**src/rtl/mux_nto1_arb_if.sv**
```systemverilog
`default_nettype none
// ============================================================================
// Module   : mux_nto1_arb_if
// Purpose  : N-channel valid/ready input bundle plus registered output port
//            shared between producers, the arbitrating mux and its consumer.
// Revision : 1.0 - initial release
// ============================================================================
interface mux_nto1_arb_if #(
    parameter int WORD_LENGTH = 32,
    parameter int NUM_INPUTS  = 4,
    parameter int SEL_WIDTH   = 2
);
    logic [NUM_INPUTS-1:0]             in_valid;
    logic [NUM_INPUTS*WORD_LENGTH-1:0] in_data;
    logic [NUM_INPUTS-1:0]             in_ready;
    logic                              force_sel_en;
    logic [SEL_WIDTH-1:0]              force_sel;
    logic                              out_valid;
    logic [WORD_LENGTH-1:0]            out_data;
    logic [SEL_WIDTH-1:0]              out_sel;
    logic                              out_ready;

    modport master (
        output in_valid, in_data, force_sel_en, force_sel, out_ready,
        input  in_ready, out_valid, out_data, out_sel
    );

    modport slave (
        input  in_valid, in_data, force_sel_en, force_sel, out_ready,
        output in_ready, out_valid, out_data, out_sel
    );
endinterface
`default_nettype wire

```
**src/rtl/mux_nto1_arb.sv**
```systemverilog
`default_nettype none
// ============================================================================
// Module   : mux_nto1_arb
// Purpose  : N-to-1 registered mux with round-robin / fixed-priority
//            arbitration and an explicit selector override.
// Revision : 1.0 - initial release
// ============================================================================
module mux_nto1_arb #(
    parameter int WORD_LENGTH   = 32,
    parameter int NUM_INPUTS    = 4,
    parameter int SEL_WIDTH     = 2,
    parameter int PRIORITY_MODE = 0
) (
    input  logic               clk,
    input  logic               reset,
    mux_nto1_arb_if.slave      bus
);
    localparam logic [NUM_INPUTS-1:0] c_one = {{(NUM_INPUTS-1){1'b0}}, 1'b1};

    logic [SEL_WIDTH-1:0]    r_rr_ptr;
    logic                    r_out_valid;
    logic [WORD_LENGTH-1:0]  r_out_data;
    logic [SEL_WIDTH-1:0]    r_out_sel;

    logic                    w_load_en;
    logic [NUM_INPUTS-1:0]   w_elig;
    logic [SEL_WIDTH-1:0]    w_start;
    logic [2*NUM_INPUTS-1:0] w_dbl;
    logic [NUM_INPUTS-1:0]   w_rot;
    logic                    w_gvalid;
    logic [SEL_WIDTH-1:0]    w_gidx;
    logic [NUM_INPUTS-1:0]   w_grant;
    logic [WORD_LENGTH-1:0]  w_gdata;

    assign w_load_en = !r_out_valid || bus.out_ready;
    assign w_start   = (PRIORITY_MODE != 0) ? '0 : r_rr_ptr;

    // An out-of-range forced index never matches any channel, so E is empty.
    always_comb begin
        w_elig = '0;
        for (int i = 0; i < NUM_INPUTS; i++) begin
            if (bus.force_sel_en)
                w_elig[i] = bus.in_valid[i] && (int'(bus.force_sel) == i);
            else
                w_elig[i] = bus.in_valid[i];
        end
    end

    // Rotate E so the search always starts at bit 0, then undo the rotation.
    assign w_dbl = {w_elig, w_elig} >> w_start;
    assign w_rot = w_dbl[NUM_INPUTS-1:0];

    always_comb begin
        int sum;
        sum      = 0;
        w_gvalid = 1'b0;
        w_gidx   = '0;
        for (int k = 0; k < NUM_INPUTS; k++) begin
            if (!w_gvalid && w_rot[k]) begin
                sum = int'(w_start) + k;
                if (sum >= NUM_INPUTS)
                    sum = sum - NUM_INPUTS;
                w_gvalid = 1'b1;
                w_gidx   = SEL_WIDTH'(sum);
            end
        end
    end

    always_comb begin
        w_gdata = '0;
        for (int i = 0; i < NUM_INPUTS; i++) begin
            if (w_gidx == SEL_WIDTH'(i))
                w_gdata = bus.in_data[i*WORD_LENGTH +: WORD_LENGTH];
        end
    end

    assign w_grant      = w_gvalid ? (c_one << w_gidx) : '0;
    assign bus.in_ready = (w_load_en && !reset) ? w_grant : '0;

    always_ff @(posedge clk) begin
        if (reset) begin
            r_out_valid <= 1'b0;
            r_out_data  <= '0;
            r_out_sel   <= '0;
            r_rr_ptr    <= '0;
        end else if (w_load_en) begin
            if (w_gvalid) begin
                r_out_valid <= 1'b1;
                r_out_data  <= w_gdata;
                r_out_sel   <= w_gidx;
                if (PRIORITY_MODE == 0 && !bus.force_sel_en)
                    r_rr_ptr <= (int'(w_gidx) == NUM_INPUTS - 1) ? '0 : w_gidx + 1'b1;
            end else begin
                r_out_valid <= 1'b0;
            end
        end
    end

    assign bus.out_valid = r_out_valid;
    assign bus.out_data  = r_out_data;
    assign bus.out_sel   = r_out_sel;
endmodule
`default_nettype wire

```
**src/flat_wrapper.sv**
```systemverilog
// flat-port wrapper written by rule: the top's interface ports become plain ports
module mux_nto1_arb_flat 
#(
    parameter int WORD_LENGTH   = 32,
    parameter int NUM_INPUTS    = 4,
    parameter int SEL_WIDTH     = 2,
    parameter int PRIORITY_MODE = 0
)
  (clk, reset, bus_in_valid, bus_in_data, bus_force_sel_en, bus_force_sel, bus_out_ready, bus_in_ready, bus_out_valid, bus_out_data, bus_out_sel);
  mux_nto1_arb_if #(.WORD_LENGTH(WORD_LENGTH), .NUM_INPUTS(NUM_INPUTS), .SEL_WIDTH(SEL_WIDTH)) bus_i ();
  input  logic clk;
  input  logic reset;
  input wire logic [$bits(bus_i.in_valid)-1:0] bus_in_valid;
  input wire logic [$bits(bus_i.in_data)-1:0] bus_in_data;
  input wire logic [$bits(bus_i.force_sel_en)-1:0] bus_force_sel_en;
  input wire logic [$bits(bus_i.force_sel)-1:0] bus_force_sel;
  input wire logic [$bits(bus_i.out_ready)-1:0] bus_out_ready;
  output wire logic [$bits(bus_i.in_ready)-1:0] bus_in_ready;
  output wire logic [$bits(bus_i.out_valid)-1:0] bus_out_valid;
  output wire logic [$bits(bus_i.out_data)-1:0] bus_out_data;
  output wire logic [$bits(bus_i.out_sel)-1:0] bus_out_sel;
  assign bus_i.in_valid = bus_in_valid;
  assign bus_i.in_data = bus_in_data;
  assign bus_i.force_sel_en = bus_force_sel_en;
  assign bus_i.force_sel = bus_force_sel;
  assign bus_i.out_ready = bus_out_ready;
  assign bus_in_ready = bus_i.in_ready;
  assign bus_out_valid = bus_i.out_valid;
  assign bus_out_data = bus_i.out_data;
  assign bus_out_sel = bus_i.out_sel;
  mux_nto1_arb #(.WORD_LENGTH(WORD_LENGTH), .NUM_INPUTS(NUM_INPUTS), .SEL_WIDTH(SEL_WIDTH), .PRIORITY_MODE(PRIORITY_MODE)) u_core (.clk(clk), .reset(reset), .bus(bus_i));
endmodule
```
**config.mk**
```make
export PLATFORM = sky130hd
export DESIGN_NAME = mux_nto1_arb_flat
export DESIGN_NICKNAME = d
export VERILOG_FILES = /design/src/rtl/mux_nto1_arb_if.sv /design/src/rtl/mux_nto1_arb.sv /design/src/flat_wrapper.sv
export SDC_FILE = /design/constraint.sdc
export NUM_CORES = 1
export LEC_CHECK = 0
export BUFFER_PORTS_ARGS = -buffer_cell sky130_fd_sc_hd__buf_2
export CAP_MARGIN = 40
export CORE_ASPECT_RATIO = 0.7
export CORE_MARGIN = 3
export CORE_UTILIZATION = 42
export CTS_BUF_LIST = sky130_fd_sc_hd__clkbuf_16
export CTS_CLUSTER_DIAMETER = 30
export DETAILED_ROUTE_END_ITERATION = 6
export HOLD_SLACK_MARGIN = 0.02
export PLACE_DENSITY_LB_ADDON = 0.1
export SYNTH_ARGS = -nofsm -noshare
export SYNTH_HDL_FRONTEND = slang
export SYNTH_SLANG_ARGS = --single-unit
```
**constraint.sdc**
```tcl
create_clock -name clk -period 3.4 [get_ports clk]
set_input_delay 0.34 -clock clk [delete_from_list [all_inputs] [get_ports clk]]
set_output_delay 0.34 -clock clk [all_outputs]
set_load 0.05 [all_outputs]
```
==> results by group <==
Place
  – I/O Buffers: ~180
  – Placed Instance Area: roughly 3500 um2
  – Post-DP HPWL: 6200 um
  – Gpl congestion: between 0.7 and 0.8

Critical path
  – Worst R2R Path Depth: 11
  – Setup CP Type: input pin to output port
  – Worst r2r src: u_core.r_rr_ptr[0]$_SDFFE_PP0P_
  – Reg2reg end: u_core.bus.out_data[29]$_SDFFE_PP0P_
  – Startpoint Class: input pin
  – CP Capture Type: output port
  – CP arrival: approximately 2.4 ns
  – CP required: 3.06 ns
  – R2R Setup Slk: slightly above 1 ns
  – Slowest stage cell on the critical path: o21ai_1
  – CP max FO: 18
  – Crit-path max cell delay: approximately 0.34 ns
  – Crit-path cells: buf_2 -> and2_1 -> o21ai_1 -> nand2_1 -> and3_1 -> inv_1 -> ha_1 -> buf_4 -> and3_1 -> buf_2

Die
  – Cell Rows: 23
  – Initial Utilization: 0.442
  – Die area: slightly above 7000 um2
  – Top Ports: approximately 180
  – Horiz. Die Dim: around 100 um
  – Die height: 71.5 um
  – Core area: 5810 um2

Clock tree
  – Htree depth: 2
  – Post-CTS setup buffers: 0
  – Clk slew on worst S/H paths: 0.05 ns
  – Post_cts resized: 0
  – CTS tree: done
  – Total clock sinks: 37
  – Inserted Clock Buffers: 5
  – Hold_buf cts: 0
  – CTS root buffer: clkbuf_16
  – Maximum clock insertion buffer count: 2
  – Clock latency on the worst-skew pair: around 0.27 ns

Cells and area
  – Antenna diode count: 0
  – Design Area, Final: about 3600 um2
  – Layout Nets: 620
  – Final core utilization: 0.622
  – Layout cells sized above 1: 0.477
  – Area grow syn2layout: 40.7%

STA
  – Final period util: 0.791
  – Count of final setup violators: 0
  – Final hold viol count: 0
  – Total Neg Setup Slack: 0 ns
  – Min Tclk post-route: about 2.7 ns
  – Final slew viol count: 0
  – Fmax: between 300 and 400 MHz
  – RSZ-0062 raised after global routing: false
  – Slew HR: 0.459
  – Slew @ Worst Pin: a little over 0.8 ns
  – Final Skew: approximately 0.0047 ns

Global route
  – Initial antenna violation count: 0
  – Total track usage: 0.221
  – Grt ovf: 0
  – First-pass GRT wire length: approximately 13000 um
  – Largest net degree at the start of global routing: 36
  – Vias in the first global route: roughly 2800

Drt
  – DR pass1 iterations: 4
  – Vias: around 3000
  – DR WL/cell: 14.5 um
  – Antenna Violating Nets Remaining: 0
  – DRC marker count from the first detailed-route iteration: ~120
  – Routed wire length: 8040 um
  – Drt drc: 0
  – Via density: ~5.3

Synth
  – Cell Area, Synth: roughly 2600 um2
  – Warnings from Yosys: 0
  – Post-Syn Nets: roughly 460
  – Ys flop type: dfxtp_1
  – Syn Inst Count: about 320
  – Asr flop ratio synth: 0
  – Netlist cell types: 37
  – Synthesized area per cell: 8.11 um2
  – Synthesized flop and latch total: 37
  – EDFF count, synth: 0
  – Sequential cell area fraction in the yosys report: 0.288

Outcome
  – Status: completed

Pwr
  – Pwr Total: between 1.5 and 2 mW
  – Peak VDD IR: 0.329 mV
  – P_leak: between 1.5 and 2 nW
  – PD cells: slightly above 500 nW/um2

Run
  – Max-Cap Viols: 0

Hold path
  – Hold EP: u_core.bus.out_data[7]$_SDFFE_PP0P_
  – Worst hold path class: input pin to flop
  – Worst hold path startpoint: bus_in_data[103]
  – Hold path cells: 3
[cells in the final DEF (no fill, tap or decap), types with 2 or more instances in the layout]
cell,Yosys,final
o211ai_1,2,2
inv_1,5,6
a21oi_1,35,35
a211oi_2,28,28
nor3_1,31,31
buf_4,3,11
o21ai_1,2,2
nor2b_1,35,34
dfxtp_1,37,37
ha_2,0,2
nand4_1,2,2
o21ai_0,3,3
buf_2,4,176
and3_1,6,6
clkbuf_16,0,5
o21a_1,4,4
nor2_1,33,33
nand2_1,6,6
a211oi_1,5,5
ha_1,4,2
a221oi_1,31,31
[cells by family after synthesis]
group                      count (synthesis)  share of synthesized area
AOI/OAI and AO/OA                        118                      0.382
adders and majority gates                  4                     0.0195
buffers and inverters                     39                     0.0720
DFF                                       37                      0.288
and+or+nand+nor                          119                      0.238
[area by class of cell]
cell class | count | area (um2)
Sequential cell | 37 | 741
Clock buffer | 5 | 125
Inverter | 6 | 22.5
Tap cell | 75 | 93.8
Timing Repair Buffer | 187 | 963
Multi-Input combinational cell | 241 | 1660
Fill cell | 551 | 2200
Clock inverter | 2 | 7.51
[sequential cells by signal (all words and copies together), names as in the netlist]
register / count
u_core.bus.out_sel: 2
u_core.bus.out_valid: 1
u_core.r_rr_ptr: 2
u_core.bus.out_data: 32
[worst max-delay path: cells and delay by family]
kind / cells / cell delay [ns]
AND/OR/NAND/NOR: 4 / 0.77
buffers and inverters: 4 / 0.71
AO/OA/AOI/OAI: 1 / 0.34
adder cells (fa/ha/maj): 1 / 0.20
[per-stage QoR]
step,hold WS (ns),setup slack [ns],cells
finish,0.421,0.711,553
detailed placement,0.485,0.617,546
CTS,0.411,0.709,553
floorplan,0.514,0.750,317
global placement,0.462,0.622,546
global route,0.430,0.548,553
[synthesized netlist by cell type, types with 2 or more instances]
library cell | count | share of area
a21oi_1 | 35 | 0.068
nor2_1 | 33 | 0.048
a211oi_1 | 5 | 0.015
nor3_1 | 31 | 0.060
a211oi_2 | 28 | 0.14
buf_2 | 4 | 0.0078
nand4_1 | 2 | 0.0049
buf_4 | 3 | 0.0088
clkbuf_1 | 22 | 0.032
a221oi_1 | 31 | 0.11
ha_1 | 4 | 0.019
buf_6 | 3 | 0.013
inv_1 | 5 | 0.0073
o211ai_1 | 2 | 0.0058
nand2_1 | 6 | 0.0088
and3_1 | 6 | 0.015
o21a_1 | 4 | 0.012
o21ai_0 | 3 | 0.0058
o21ai_1 | 2 | 0.0039
dfxtp_1 | 37 | 0.29
nor2b_1 | 35 | 0.085
[power by group]
part	switching [mW]	internal (mW)
Clock	0.155	0.262
Combinational	0.588	0.326
Sequential	0.0322	0.501
Total	0.775	1.09
[how the worst max path moves through the flow]
stage,start,to,slack [ns],cells past startpoint
final,bus_force_sel[0],bus_in_ready[1],0.71,10
after global routing,bus_force_sel[0],bus_in_ready[1],0.55,10
after CTS,bus_force_sel[0],bus_in_ready[1],0.71,10
after detailed placement,bus_force_sel[1],u_core.bus.out_data[29]$_SDFFE_PP0P_,0.62,13
after global placement,bus_force_sel[0],u_core.bus.out_data[29]$_SDFFE_PP0P_,0.62,13
after floorplan,bus_force_sel[1],bus_in_ready[3],0.75,8
[layer usage]
layer  global-route usage  vias to the layer above  wire [um]
met2                0.395                      109       3820
met1                0.278                     1334       3490
li1                     -                     1510          -
met3               0.0516                        2        698
met4               0.0318                        0         29
met5                    0                        -          0
No activity file was read; power rests on OpenSTA's default activity.
